<file path="config.mk">
export PLATFORM = sky130hd
export DESIGN_NAME = itch_msg_serializer
export DESIGN_NICKNAME = d
export VERILOG_FILES = /design/src/rtl/itch_pkg.sv /design/src/rtl/itch_frame_pack.sv /design/src/rtl/itch_msg_serializer.sv
export SDC_FILE = /design/constraint.sdc
export NUM_CORES = 1
export LEC_CHECK = 0
export BUFFER_PORTS_ARGS = -buffer_cell sky130_fd_sc_hd__buf_2
export CORE_UTILIZATION = 25
export DETAILED_ROUTE_END_ITERATION = 10
export PLACE_DENSITY = 0.54
export SLEW_MARGIN = 20
export SYNTH_ARGS = -nofsm -noshare
export SYNTH_HDL_FRONTEND = slang
export SYNTH_SLANG_ARGS = --single-unit
</file>
<file path="constraint.sdc">
create_clock -name clk -period 2.75 [get_ports clk]
set_clock_uncertainty 0.1 [all_clocks]
set_input_delay 0.275 -clock clk [delete_from_list [all_inputs] [get_ports clk]]
set_output_delay 0.275 -clock clk [all_outputs]
set_load 0.01 [all_outputs]
</file>
<file path="src/rtl/itch_pkg.sv">
// Shared ITCH message-type codes, frame lengths and FSM state encoding
// for the transmit-side serializer.
package itch_pkg;

    localparam logic [7:0] MSG_ADD    = 8'h41;
    localparam logic [7:0] MSG_DEL    = 8'h44;
    localparam logic [7:0] MSG_EXEC   = 8'h45;
    localparam logic [7:0] MSG_CANCEL = 8'h58;

    localparam int LEN_ADD    = 36;
    localparam int LEN_DEL    = 19;
    localparam int LEN_EXEC   = 31;
    localparam int LEN_CANCEL = 23;

    localparam int ITCH_MAX_LEN = 36;

    typedef enum logic [1:0] {
        ST_IDLE = 2'd0,
        ST_SEND = 2'd1,
        ST_GAP  = 2'd2
    } ser_state_e;

    // Zero marks an unsupported type; every supported frame is longer than one byte.
    function automatic logic [7:0] msg_len(input logic [7:0] msg_type);
        case (msg_type)
            MSG_ADD:    return 8'(LEN_ADD);
            MSG_DEL:    return 8'(LEN_DEL);
            MSG_EXEC:   return 8'(LEN_EXEC);
            MSG_CANCEL: return 8'(LEN_CANCEL);
            default:    return 8'd0;
        endcase
    endfunction

endpackage

</file>
<file path="src/rtl/itch_frame_pack.sv">
// Combinational packer: field bundle -> left-justified big-endian frame
// (byte 0 in the top bits) plus its byte length.
module itch_frame_pack
    import itch_pkg::*;
#(
    parameter int MAX_LEN = ITCH_MAX_LEN
) (
    input  logic [7:0]           msg_type,
    input  logic [15:0]          stock_locate,
    input  logic [15:0]          tracking_no,
    input  logic [47:0]          timestamp,
    input  logic [63:0]          order_ref_no,
    input  logic [31:0]          shares,
    input  logic [7:0]           buy_sell,
    input  logic [63:0]          stock,
    input  logic [31:0]          price,
    input  logic [63:0]          match_no,
    output logic [MAX_LEN*8-1:0] frame,
    output logic [7:0]           len
);

    localparam int FW = MAX_LEN * 8;

    logic [LEN_DEL*8-1:0]    hdr_bits;
    logic [LEN_ADD*8-1:0]    add_bits;
    logic [LEN_EXEC*8-1:0]   exec_bits;
    logic [LEN_CANCEL*8-1:0] cancel_bits;

    assign hdr_bits    = {msg_type, stock_locate, tracking_no, timestamp, order_ref_no};
    assign add_bits    = {hdr_bits, buy_sell, shares, stock, price};
    assign exec_bits   = {hdr_bits, shares, match_no};
    assign cancel_bits = {hdr_bits, shares};

    always_comb begin
        len   = msg_len(msg_type);
        frame = '0;
        case (msg_type)
            MSG_ADD:    frame = FW'(add_bits)    << (FW - LEN_ADD * 8);
            MSG_EXEC:   frame = FW'(exec_bits)   << (FW - LEN_EXEC * 8);
            MSG_CANCEL: frame = FW'(cancel_bits) << (FW - LEN_CANCEL * 8);
            MSG_DEL:    frame = FW'(hdr_bits)    << (FW - LEN_DEL * 8);
            default:    frame = '0;
        endcase
    end

endmodule

</file>
<file path="src/rtl/itch_msg_serializer.sv">
// ITCH transmit serializer: accepts one field bundle per handshake and
// streams it big-endian, one byte per beat, with start/end markers.
//
// state | meaning
// IDLE  | in_ready high, waiting for a bundle
// SEND  | presenting buffer top byte, shifting on each taken byte
// GAP   | enforced idle cycles after end_msg before the next accept
module itch_msg_serializer
    import itch_pkg::*;
#(
    parameter int MAX_LEN    = ITCH_MAX_LEN,
    parameter int GAP_CYCLES = 1
) (
    input  logic        clk,
    input  logic        rst_n,
    input  logic        in_valid,
    output logic        in_ready,
    input  logic [7:0]  msg_type,
    input  logic [15:0] stock_locate,
    input  logic [15:0] tracking_no,
    input  logic [47:0] timestamp,
    input  logic [63:0] order_ref_no,
    input  logic [31:0] shares,
    input  logic [7:0]  buy_sell,
    input  logic [63:0] stock,
    input  logic [31:0] price,
    input  logic [63:0] match_no,
    output logic [7:0]  message,
    output logic        valid,
    output logic        start_msg,
    output logic        end_msg,
    input  logic        out_ready,
    output logic        unsupported,
    output logic [31:0] msg_count
);

    localparam int FW    = MAX_LEN * 8;
    localparam int GAP_W = (GAP_CYCLES > 1) ? $clog2(GAP_CYCLES) : 1;

    ser_state_e       state_q;
    logic [FW-1:0]    frame;
    logic [FW-1:0]    shift_q;
    logic [7:0]       frame_len;
    logic [7:0]       len_q;
    logic [7:0]       idx_q;
    logic [GAP_W-1:0] gap_cnt_q;
    logic             last_byte;

    itch_frame_pack #(.MAX_LEN(MAX_LEN)) u_pack (
        .msg_type     (msg_type),
        .stock_locate (stock_locate),
        .tracking_no  (tracking_no),
        .timestamp    (timestamp),
        .order_ref_no (order_ref_no),
        .shares       (shares),
        .buy_sell     (buy_sell),
        .stock        (stock),
        .price        (price),
        .match_no     (match_no),
        .frame        (frame),
        .len          (frame_len)
    );

    // Byte on the wire is always the buffer top; it drains to zero as the frame shifts out.
    assign message   = shift_q[FW-1 -: 8];
    assign last_byte = (idx_q == len_q - 8'd1);

    always_ff @(posedge clk or negedge rst_n) begin
        if (!rst_n) begin
            state_q     <= ST_IDLE;
            shift_q     <= '0;
            len_q       <= 8'd0;
            idx_q       <= 8'd0;
            gap_cnt_q   <= '0;
            in_ready    <= 1'b0;
            valid       <= 1'b0;
            start_msg   <= 1'b0;
            end_msg     <= 1'b0;
            unsupported <= 1'b0;
            msg_count   <= 32'd0;
        end else begin
            unsupported <= 1'b0;
            case (state_q)
                ST_IDLE: begin
                    in_ready <= 1'b1;
                    if (in_valid && in_ready) begin
                        if (frame_len != 8'd0) begin
                            shift_q   <= frame;
                            len_q     <= frame_len;
                            idx_q     <= 8'd0;
                            state_q   <= ST_SEND;
                            in_ready  <= 1'b0;
                            valid     <= 1'b1;
                            start_msg <= 1'b1;
                            end_msg   <= 1'b0;
                        end else begin
                            unsupported <= 1'b1;
                        end
                    end
                end
                ST_SEND: begin
                    if (out_ready) begin
                        shift_q   <= shift_q << 8;
                        start_msg <= 1'b0;
                        if (last_byte) begin
                            msg_count <= msg_count + 32'd1;
                            valid     <= 1'b0;
                            end_msg   <= 1'b0;
                            idx_q     <= 8'd0;
                            if (GAP_CYCLES == 0) begin
                                state_q  <= ST_IDLE;
                                in_ready <= 1'b1;
                            end else begin
                                state_q   <= ST_GAP;
                                gap_cnt_q <= GAP_W'(GAP_CYCLES - 1);
                            end
                        end else begin
                            idx_q   <= idx_q + 8'd1;
                            end_msg <= (idx_q + 8'd2 == len_q);
                        end
                    end
                end
                ST_GAP: begin
                    if (gap_cnt_q == '0) begin
                        state_q  <= ST_IDLE;
                        in_ready <= 1'b1;
                    end else begin
                        gap_cnt_q <= gap_cnt_q - 1'b1;
                    end
                end
                default: begin
                    state_q  <= ST_IDLE;
                    in_ready <= 1'b0;
                    valid    <= 1'b0;
                end
            endcase
        end
    end

endmodule

</file>
-- Yosys cells after proc, flatten, opt, wreduce, memory -nomap -nowiden
Cells that the tools add are included.
- add/sub/neg operators: 5
- equality and inequality tests: 13
- multiplexer cells: 37
- bitwise operators: 2
- reductions and logical operators: 12
- operators by type and width (kind ; number):
    $pmux W288 S4 ; 1
    $mux W288 ; 3
    $pmux W288 S2 ; 1
    $add A32 B1 Y32 const B ; 1
    $eq A8 B7 Y1 const B ; 4
    $mux W8 ; 4
    $pmux W6 S4 ; 1
    $eq A8 B8 Y1 ; 2
    $pmux W8 S2 ; 1
    $mux W1 ; 15
    $mux W2 ; 5
    $ne A2 B2 Y1 const B ; 5
    $reduce_and A5 Y1 ; 2
    $reduce_and A3 Y1 ; 3
    $add A8 B1 Y8 const B ; 1
    $add A8 B2 Y8 const B ; 1
    $reduce_bool A8 Y1 ; 1
    $sub A8 B1 Y8 const B ; 1
    $pmux W1 S2 ; 3
    $pmux W1 S3 ; 2
    $pmux W2 S3 ; 1
    $reduce_and A4 Y1 ; 1
    $reduce_bool A2 Y1 ; 2
    $eq A2 B1 Y1 const B ; 1
    6 further kinds ; 7
- flip-flop bits (word level): 344
- input bits: 356

-- Logic depth before layout (Yosys ltp)
Gate-level depths: netlist of run 1.
- word-level depth: 6
- gate-level depth with buffers: 11

-- Modules after synthesis
A second synthesis of run 1 with hierarchy kept.
- cells, all modules: 2310
- area total of the unflattened synthesis: 19079.5 sq um
- modules (own cells, without submodules) (module ; times used ; cells each ; area an instance (sq um) ; sequential area each (sq um)):
    itch_msg_serializer ; 1 ; 1860 ; 15715.1 ; 8583.2
    itch_frame_pack ; 1 ; 450 ; 3364.5 ; 0.0

-- Worst setup path before layout of run 1
No wires, ideal clock.
- kind: reg-to-reg
- from: register len_q[4]
- to: register msg_count[10]
- setup time: 0.126 ns
- arrival time: 2.513 ns
- data required time: 2.524 ns
- slack: 0.011 ns
- stages on the path, launching flop included: 12
- period minus slack after synthesis: 2.739 ns
- cells stage by stage: dfrtp_1 buf_2 inv_1 ha_1 nor3b_2 mux2_2 o31a_1 or4_4 buf_6 clkinv_2 nand4_1 xnor2_1
- cells in the longest elaborated chain, start to end: 3
- ends and longest elaborated chain (item ; line ; source):
    start, declared ; itch_msg_serializer.sv:44 ; logic [7:0] len_q;
    start signal, assigned ; itch_msg_serializer.sv:89 ; len_q <= frame_len;
    $sub A8 B1 Y8 ; itch_msg_serializer.sv:66 ; assign last_byte = (idx_q == len_q - 8'd1);
    $eq A8 B8 Y1 ; itch_msg_serializer.sv:66 ;
    $reduce_and A3 Y1 (no line) ; - ;
    end signal, assigned ; itch_msg_serializer.sv:106 ; msg_count <= msg_count + 32'd1;
    end, declared ; itch_msg_serializer.sv:34 ; output logic [31:0] msg_count
Every way passes these cells.
A chain may end at the register's enable or synchronous reset.

-- Worst setup path after layout of run 1
- from: register len_q[2]
- to: register msg_count[15]
The elaborated chain is that of the path after synthesis.

==> results of run 1 <==
[stage by stage]
| step | hold slack, ns | std cells | area (um^2) | power (mW) | setup slack [ns] |
|---|---|---|---|---|---|
| after floorplan | -0.1206 | 1735 | 16330 | 7.891 | 0.01145 |
| after global placement | 0.2666 | 2883 | 19370 | 8.829 | 0.1020 |
| after detailed placement | 0.2716 | 2883 | 19370 | 8.908 | 0.03370 |
| after CTS | 0.02455 | 3135 | 22620 | 14.83 | 0.02552 |
| after global routing | 0.05627 | 3141 | 22680 | 15.44 | 0.0005014 |
| final | 0.06291 | 3141 | 22680 | 14.64 | 0.09134 |
[cells in the mapped netlist (all sizes together) (2+ instances only)]
library cell | number | area share (%)
nor3b | 2 | 0.12
or3 | 3 | 0.11
a22o | 43 | 2.3
nor2b | 6 | 0.23
inv | 10 | 0.23
o311ai | 3 | 0.16
a22oi | 176 | 8.1
a21boi | 2 | 0.11
nand2b | 2 | 0.077
nand4 | 14 | 0.54
xnor2 | 20 | 1.1
mux2 | 3 | 0.21
nand3 | 18 | 0.55
and4 | 3 | 0.16
nand3b | 2 | 0.092
clkbuf | 77 | 1.8
and3 | 3 | 0.11
mux2i | 65 | 4.0
o31a | 3 | 0.16
and2 | 2 | 0.077
dfrtp | 339 | 52
o21ai | 192 | 5.9
nand2 | 218 | 5.0
buf | 81 | 2.7
nor2 | 213 | 4.9
a21oi | 136 | 4.2
a211oi | 2 | 0.092
xor2 | 21 | 1.1
nor3 | 12 | 0.40
ha | 4 | 0.31
nor4 | 8 | 0.55
a221oi | 32 | 1.7
o31ai | 3 | 0.14
[routing by layer]
layer / GRT usage, % / routed length [um] / part of all wire (%) / vias up
met5: 0 / 0 / 0 / -
met1: 20.33 / 23130 / 44 / 7279
li1: - / - / - / 7247
met2: 26.54 / 26010 / 49 / 459
met4: 4.339 / 1184 / 2.2 / 0
met3: 2.513 / 2489 / 4.7 / 79
[what timing repair did]
| action | 4_1_cts | 5_1_grt |
|---|---|---|
| endpoints found under the setup margin | 0 | 8 |
| resized for setup | 0 | 6 |
| setup buffers | 0 | 2 |
| hold buffers | 188 | 0 |
| endpoints found under the hold margin | 256 | 0 |
[report_power, final]
part | leakage [nW] | switching [mW] | total, mW | internal [mW]
sequential | 4.48 | 0.579 | 6.38 | 5.80
combinational | 4.91 | 1.50 | 2.66 | 1.15
clock | 0.676 | 2.08 | 5.61 | 3.53
[worst paths after layout]
path                                from            end  cells past startpoint
setup reg to reg                len_q[2]  msg_count[15]                      9
setup / recovery                len_q[2]  msg_count[15]                      9
max in group asynchronous          rst_n  msg_count[29]                      3
min in group asynchronous          rst_n   shift_q[124]                      2
hold reg to reg            msg_count[31]  msg_count[31]                      1
hold / removal                 shares[0]   shift_q[104]                      4
[layout make-up]
type | count | area [um^2]
fill | 6574 | 41780
sequential | 339 | 8483
multi-input combinational | 1227 | 7156
timing repair buffer | 641 | 4548
clock buffer | 56 | 1182
tap | 855 | 1070
clock inverter | 8 | 190.2
inverter | 11 | 42.54
antenna | 4 | 10.01
[critical path, cell delays in order (launching register included)]
cell and delay [ns]:
dfrtp_1 0.38, inv_1 0.08, ha_1 0.17, nor3b_4 0.24
mux2_4 0.33, o31a_1 0.14, or4_4 0.60, buf_6 0.17
nor4_4 0.23, xor2_1 0.16
[cell families after synthesis]
kind of cell    Yosys count  share of synthesized area (%)
xor+xnor                 41                          2.244
flops                   339                          51.93
compound gates          600                          23.22
buf+inv                 169                          4.703
fa+ha+maj                 4                         0.3064
mux                      68                          4.190
simple gates            514                          13.40
[flip-flops by register name, summed over array words and instances, names as in the netlist]
register / count
shift_q: 288
msg_count: 32
end_msg: 1
unsupported: 1
in_ready: 1
idx_q: 8
start_msg: 1
len_q: 4
valid: 1
state_q: 2
==> metrics.txt, run 1 <==
status finished, final reports clean; CTS tree yes; Mapped Cells 1,735; I/O pins roughly 400; Max transition margin roughly half; Die Area 0.06636 mm^2; global-route wire length before repair 83,350 um; Detail Placement HPWL 36,310 um; synthesis-stage register bit count 339; worst-skew pair later-pin latency ~0.54 ns; Synth Area per Inst 9.415 um^2; largest net degree at the start of global routing 123; drt pass-1 iters 7; WL final 52,810 um; Root Driver clkbuf_16; Startpoint Class flop; Vias/cell between 4 and 5; most common cell after layout, fill and taps aside buf_2; Static Leak 10.07 nW; Async SR Flop Fraction 100.0%; Die Span X 257.6 um; layout cells sized above 1 a little under a quarter; clock transition at the registers of the reported paths roughly 0.060 ns; period utilisation layout roughly 97%; Final Max Tran Viols 0; Pwr Density 645.5 mW/mm^2; gr usage total between 10% and 20%; sequential share of the synthesized area 51.93%; final hold violations 0; Die H about 260 um; core box area 0.06446 mm^2; Final setup viols 0; GP Congestion 0.8698; maximum VDD drop 0.3290 mV; Avg WL per Cell 16.81 um; clock buffer count from CTS 40; Synth Cell Area 0.01633 mm^2; final core utilization 35.19%; Syn Nets 2,095; R2R Setup Slk 0.09 ns; H-tree depth 2; most frequent cells in the layout buf_2 (398), dfrtp_1 (339), nand2_1 (217); Detail Route Antenna Nets 0; CP Max Fanout 7; number of max-cap violations 0; setup TNS 0 ns; Synth Warn # 0; RSZ-0062 raised after global routing false; maximum clock path buffer count 3; DRT iter0 DRCs 1,090; crit end category flop; Max Fclk 0.3761 GHz; NumNets Final 2,620; I/O Buffers 400; critical path required time 3.12 ns; crit path kind flop to flop; num rows 93; drc violations 0; initial antenna violation count 5; Clock Sinks 339; worst slew pin tran 0.7496 ns; vias post-DR 15.06k; synthesis-to-finish area growth 38.86%; Worst Path Arrival roughly 3.0 ns; Period minus WS final 2.659 ns; Unique masters post-synth 62; initial core utilization 25.34%; grt total ovfl 0; vias in the first global route 15.23k; Worst Hold Class primary input to flop; Primary FF master, synth dfrtp_1; Post-synth EDFFs 0
Note: power is estimated with default switching activity, not from simulation.
==> run 2: changes to the inputs <==
- CORE_UTILIZATION: 25 -> 30
- PLACE_DENSITY: 0.54 -> 0.61
- REMOVE_ABC_BUFFERS: default -> 1
- clock period: 2.75 -> 2.3 ns (I/O delays scaled with it)
==> run 2 against run 1 <==
  * The flow now finishes with violations (negative setup slack)
  * Sequential power increased by 18%
  * Worst hold slack got worse by 0.038 ns
  * Sequential share of layout area decreased by 2.5 points
  * Cell area increased by 7.1%
  * Cell count decreased by 0.64%
  * Flip-flop and latch count unchanged
  * First-iteration DRC count decreased by 8.1%
  * Via count increased by 4.8%
  * Routed wire length increased by 1.2%
  * Non-clock buffer count increased by 132
  * Register-to-register slack got worse by 0.45 ns
  * Count of clock-buffer cells in the layout increased by 7
  * Critical path type unchanged
  * Largest cell class unchanged
  * Largest power group unchanged
==> metrics.txt, run 2 (synthesis results as in run 1) <==
status finished with violations; violated checks negative setup slack; DRT iter0 DRCs 1,002; grt total ovfl 0; P_int 12.55 mW; slowest stage cell, crit path or4_4; max reg flops 288; clock buffer count from CTS between 40 and 50; global-route wire length before repair 84,400 um; maximum VDD drop 0.4968 mV; placed insts 2,768; final std cells w/o fill 3,121; Clock Sinks 339; gr usage total 18.68%; layout cells sized above 1 a little over a quarter; I/O pins between 400 and 500; Static Leak 10.99 nW; Period minus WS final around 2.7 ns; Detail Route Antenna Nets 0; Vias/cell about 5.1; Crit path largest cell delay 0.58 ns; Net Sw Frac 29.36%; critical path, cell by cell inv_2 > ha_4 > nor3b_4 > buf_4 > xor2_2 > o31a_1 > or4_4 > buf_6 > nor3_4 > xor2_1; NumNets Final 2,754; RSZ-0062 raised after global routing true; GRT met1 Usage ~25%; Comb power frac 21.2%; CP Max Fanout 6; Detail Placement HPWL between 30,000 and 40,000 um; core box area 0.05381 mm^2; final hold violations 0; Worst Hold Class primary input to flop; Pwr Density 731.3 mW/mm^2; final worst slack -0.3622 ns; Post-Layout Inst Area 0.02428 mm^2; Root Driver clkbuf_16; Placed Area 0.01959 mm^2; initial core utilization 30.35%; period utilisation layout 115.7%; Die H 235.3 um; most common cell after layout, fill and taps aside buf_2; clock transition at the registers of the reported paths 0.05 ns; GP Congestion between 0.8 and 0.9; Top reg by flops shift_q; Max transition margin 66.08%; most frequent cells in the layout buf_2 (398), dfrtp_1 (339), dlygate4sd3_1 (261); Avg WL per Cell roughly 17 um; vias post-DR 15.79k; synthesis-to-finish area growth 48.66%; Sequential Power Share 42.5%; Die Span X 235.3 um; num rows 85; H-tree depth 2; CTS tree yes; Clock power frac 36.3%; drt pass-1 iters 5; worst-skew pair later-pin latency between 0.5 and 0.6 ns; switching power 5.214 mW; Final setup viols 37; Max Fclk 0.3756 GHz; Die Area 0.05538 mm^2; initial antenna violation count 2; biggest regs shift_q (288), msg_count (32), idx_q (8); Power Total 17.76 mW; Worst Path Arrival 3.04 ns; Top Usage Layer GRT met2; met3 GRT Util 3.424%; vias in the first global route 15.82k; I/O Buffers 400; grt met2 use 30.81%; Startpoint Class flop; worst slew pin tran around 0.5 ns; largest net degree at the start of global routing between 70 and 80; critical path required time 2.68 ns; maximum clock path buffer count 3; WL final 53,450 um; Final Max Tran Viols 0; crit end category flop; drc violations 0; number of max-cap violations 0; crit path kind flop to flop; setup TNS -6.769 ns
==> run 2: path summary, 6_finish.rpt <==
kind / start / cells past startpoint / to / slack [ns]
worst min-delay path: stock[17] / 5 / shift_q[49] / 0.03
worst max register to register: len_q[2] / 10 / msg_count[6] / -0.36
max in group asynchronous: rst_n / 3 / shift_q[117] / 1.18
worst min register to register: shift_q[287] / 2 / shift_q[287] / 0.38
min in group asynchronous: rst_n / 2 / shift_q[81] / 0.09
worst max-delay path: len_q[2] / 10 / msg_count[6] / -0.36
==> run 2: power groups by stage <==
stage	Combinational, mW	Clock, mW	Sequential (mW)
after floorplan	1.61	0	7.43
after global placement	3.08	0	7.58
after detailed placement	3.15	0	7.63
after CTS	3.57	6.67	7.53
after global routing	4.20	6.89	7.66
final	3.76	6.45	7.55
==> run 2: cell type report <==
class                   instances  area (um^2)
inverters                      11        42.54
flip-flops and latches        339         8483
clock buffers                  63         1251
diodes                          2        5.005
clock inverters                10        90.09
fillers                      4984        29530
multi-input cells            1227         7551
repair buffers                773         5989
well taps                     696        870.8
==> run 2: worst max-delay path, delay by kind of cell (launching register included) <==
kind | cells | cell delay (ns)
buffers and inverters | 3 | 0.42
adders and majority gates | 1 | 0.15
AOI/OAI and AO/OA | 1 | 0.27
DFF | 1 | 0.39
xor gates and xnor gates | 2 | 0.26
and+or+nand+nor | 3 | 1.00
==> run 2: routing by layer <==
metal / part of all wire (%) / up-vias / wire, um
met5: 0 / - / 0
met4: 3.1 / 0 / 1642
met3: 5.4 / 114 / 2899
met2: 48 / 508 / 25800
met1: 43 / 7633 / 23110
li1: - / 7533 / -
==> run 2: stage by stage <==
| step | hold slack [ns] | util [%] | setup WS [ns] |
|---|---|---|---|
| final | 0.02514 | 45.12 | -0.3622 |
| after global routing | 0.02988 | 45.12 | -0.4800 |
| after CTS | 0.0004189 | 44.16 | -0.2923 |
| after detailed placement | 0.1011 | 36.41 | -0.3512 |
| after global placement | 0.09409 | 36.41 | -0.2735 |
| after floorplan | -0.1656 | - | -19.82 |
==> run 2: repair_timing <==
action / CTS / global route
resized for setup: 23 / 90
endpoints found under the hold margin: 559 / 0
pin swaps: 14 / 42
endpoints found under the setup margin: 67 / 220
setup buffers: 7 / 9
gates cloned: 1 / 3
hold buffers: 261 / 0
==> run 3: changes to the inputs <==
- RECOVER_POWER: default -> 25
==> run 3 against run 2 <==
  * The flow still finishes with violations (negative setup slack)
  * Clock power about the same
  * Non-clock buffer count is the same
  * Sequential power barely moved
  * Count of clock-buffer cells in the layout unchanged
  * Critical path type unchanged
  * Worst hold slack about the same
  * Cell area down 0.19%
  * Combinational power about the same
  * Largest power group unchanged
  * Cell count unchanged
  * Core utilization is 0.086 points lower
  * Global-route usage is the same
  * Fmax is essentially flat
==> metrics.txt, run 3 (synthesis results as in run 1) <==
core box area 0.05381 mm^2; Vias/cell between 5 and 6; Avg WL per Cell 17.13 um; Worst Hold Class primary input to flop; most common cell after layout, fill and taps aside buf_2; Hold Crit Depth 5; WL final 53,470 um; crit path kind flop to flop; Critical R2R Capture msg_count[6]; number of max-cap violations 0; Die H 235.3 um; layout cells sized above 1 approximately a quarter; final hold violations 0; status finished with violations; Startpoint Class flop; gr usage total 18.68%; period utilisation layout 115.7%; violated checks negative setup slack; largest net degree at the start of global routing 79; initial core utilization 30.35%; CP endpoint msg_count[6]; worst-skew pair later-pin latency 0.56 ns; Max transition margin 3.025%; RSZ-0062 raised after global routing true; vias in the first global route 15.82k; NumNets Final 2,754; I/O pins around 400; Final Max Tran Viols 0; num rows 85; DRT iter0 DRCs 995; number of fill cells in the layout 4,991; CP Max Fanout 6; global-route wire length before repair 84,400 um; R2R depth 10; drc violations 0; footprint of the multi-input gates 0.007551 mm^2; Die Span X 235.3 um; Pwr Density 732.4 mW/mm^2; Final setup viols 37; final core utilization a little under half; Root Driver clkbuf_16; Placed Area 0.01959 mm^2; Reg area approximately 0.0085 mm^2; vias post-DR 15.78k; I/O Buffers 400; H-tree depth 2; Power Total 17.75 mW; Top reg by flops shift_q; CTS tree yes; Static Leak 10.97 nW; worst r2r src len_q[2]; initial antenna violation count 2; Max Fclk 0.3758 GHz; biggest regs shift_q (288), msg_count (32), idx_q (8); maximum clock path buffer count 3; max reg flops 288; most frequent cells in the layout buf_2 (399), dfrtp_1 (339), dlygate4sd3_1 (261); maximum VDD drop 0.4971 mV; Detail Placement HPWL between 30,000 and 40,000 um; Worst Path Arrival 3.04 ns; Detail Route Antenna Nets 0; critical path required time 2.68 ns; clock transition at the registers of the reported paths 0.05 ns; GP Congestion 0.8515; R2R Setup Slk -0.36 ns; crit path launch len_q[2]; Clock Sinks 339; Post-Layout Inst Area 0.02424 mm^2; final worst slack -0.3607 ns; Period minus WS final 2.661 ns; Die Area 0.05538 mm^2; drt pass-1 iters 5; Place WS -0.3512 ns; synthesis-to-finish area growth 48.38%; crit end category flop; worst slew pin tran 1.455 ns; clock buffer count from CTS 42; grt total ovfl 0
-- run 3: changes by cell type in the layout (fill, tap and decap cells not counted) --
cell      delta
buf_12       -2
clkbuf_2     +6
buf_2        +1
clkbuf_1     +1
buf_6        +2
buf_4        -7
buf_8        -1
-- run 3: critical path: stages (launching register included) --
cell and delay (ns):
dfrtp_1 0.39, inv_2 0.09, ha_4 0.15, nor3b_4 0.25, buf_4 0.17, xor2_2 0.07
o31a_1 0.27, or4_4 0.58, buf_6 0.16, nor3_4 0.17, xor2_1 0.19
-- run 3: worst min path at each step --
stage / slack [ns] / from / to
after floorplan: -0.17 / rst_n / end_msg
after global placement: 0.09 / rst_n / shift_q[75]
after detailed placement: 0.10 / rst_n / shift_q[75]
after CTS: 0.0004 / stock[54] / shift_q[86]
after global routing: 0.03 / stock[12] / shift_q[44]
final: 0.03 / stock[17] / shift_q[49]
-- run 3: stage by stage --
step | std cells | TNS [ns] | hold WS (ns)
6_report | 3121 | -6.710 | 0.02509
5_1_grt | 3120 | -11.45 | 0.02988
4_1_cts | 3110 | -5.916 | 0.0004189
3_5_place_dp | 2768 | -9.870 | 0.1011
3_3_place_gp | 2768 | -3.463 | 0.09409
2_1_floorplan | 1577 | -5194.71 | -0.1656
-- run 3: timing repair --
action | CTS | global route
pin swaps | 14 | 42
setup buffers | 7 | 9
resized for setup | 23 | 90
hold endpoints to repair | 559 | 0
hold buffers | 261 | 0
gates cloned | 1 | 3
setup endpoints to repair | 67 | 220
-- run 3: per-layer routing --
layer | global-route usage [%] | wire length, um | up-vias
li1 | - | - | 7532
met1 | 24.62 | 23200 | 7636
met2 | 30.81 | 25790 | 498
met3 | 3.424 | 2845 | 114
met4 | 6.378 | 1637 | 0
met5 | 0 | 0 | -
-- run 3: cell type report --
| cell class | count | area share (%) |
|---|---|---|
| Clock buffer | 63 | 5.162 |
| Inverter | 11 | 0.1755 |
| Tap cell | 696 | 3.593 |
| Multi-Input combinational cell | 1227 | 31.15 |
| Antenna cell | 2 | 0.02065 |
| Sequential cell | 339 | 35.00 |
| Clock inverter | 10 | 0.3717 |
| Timing Repair Buffer | 773 | 24.52 |
-- run 3: where the power goes --
part	switching, mW	leakage, nW	internal [mW]
registers	0.620	4.48	6.93
clock network	2.59	0.665	3.86
logic	2.01	5.83	1.74
total	5.21	11.0	12.5
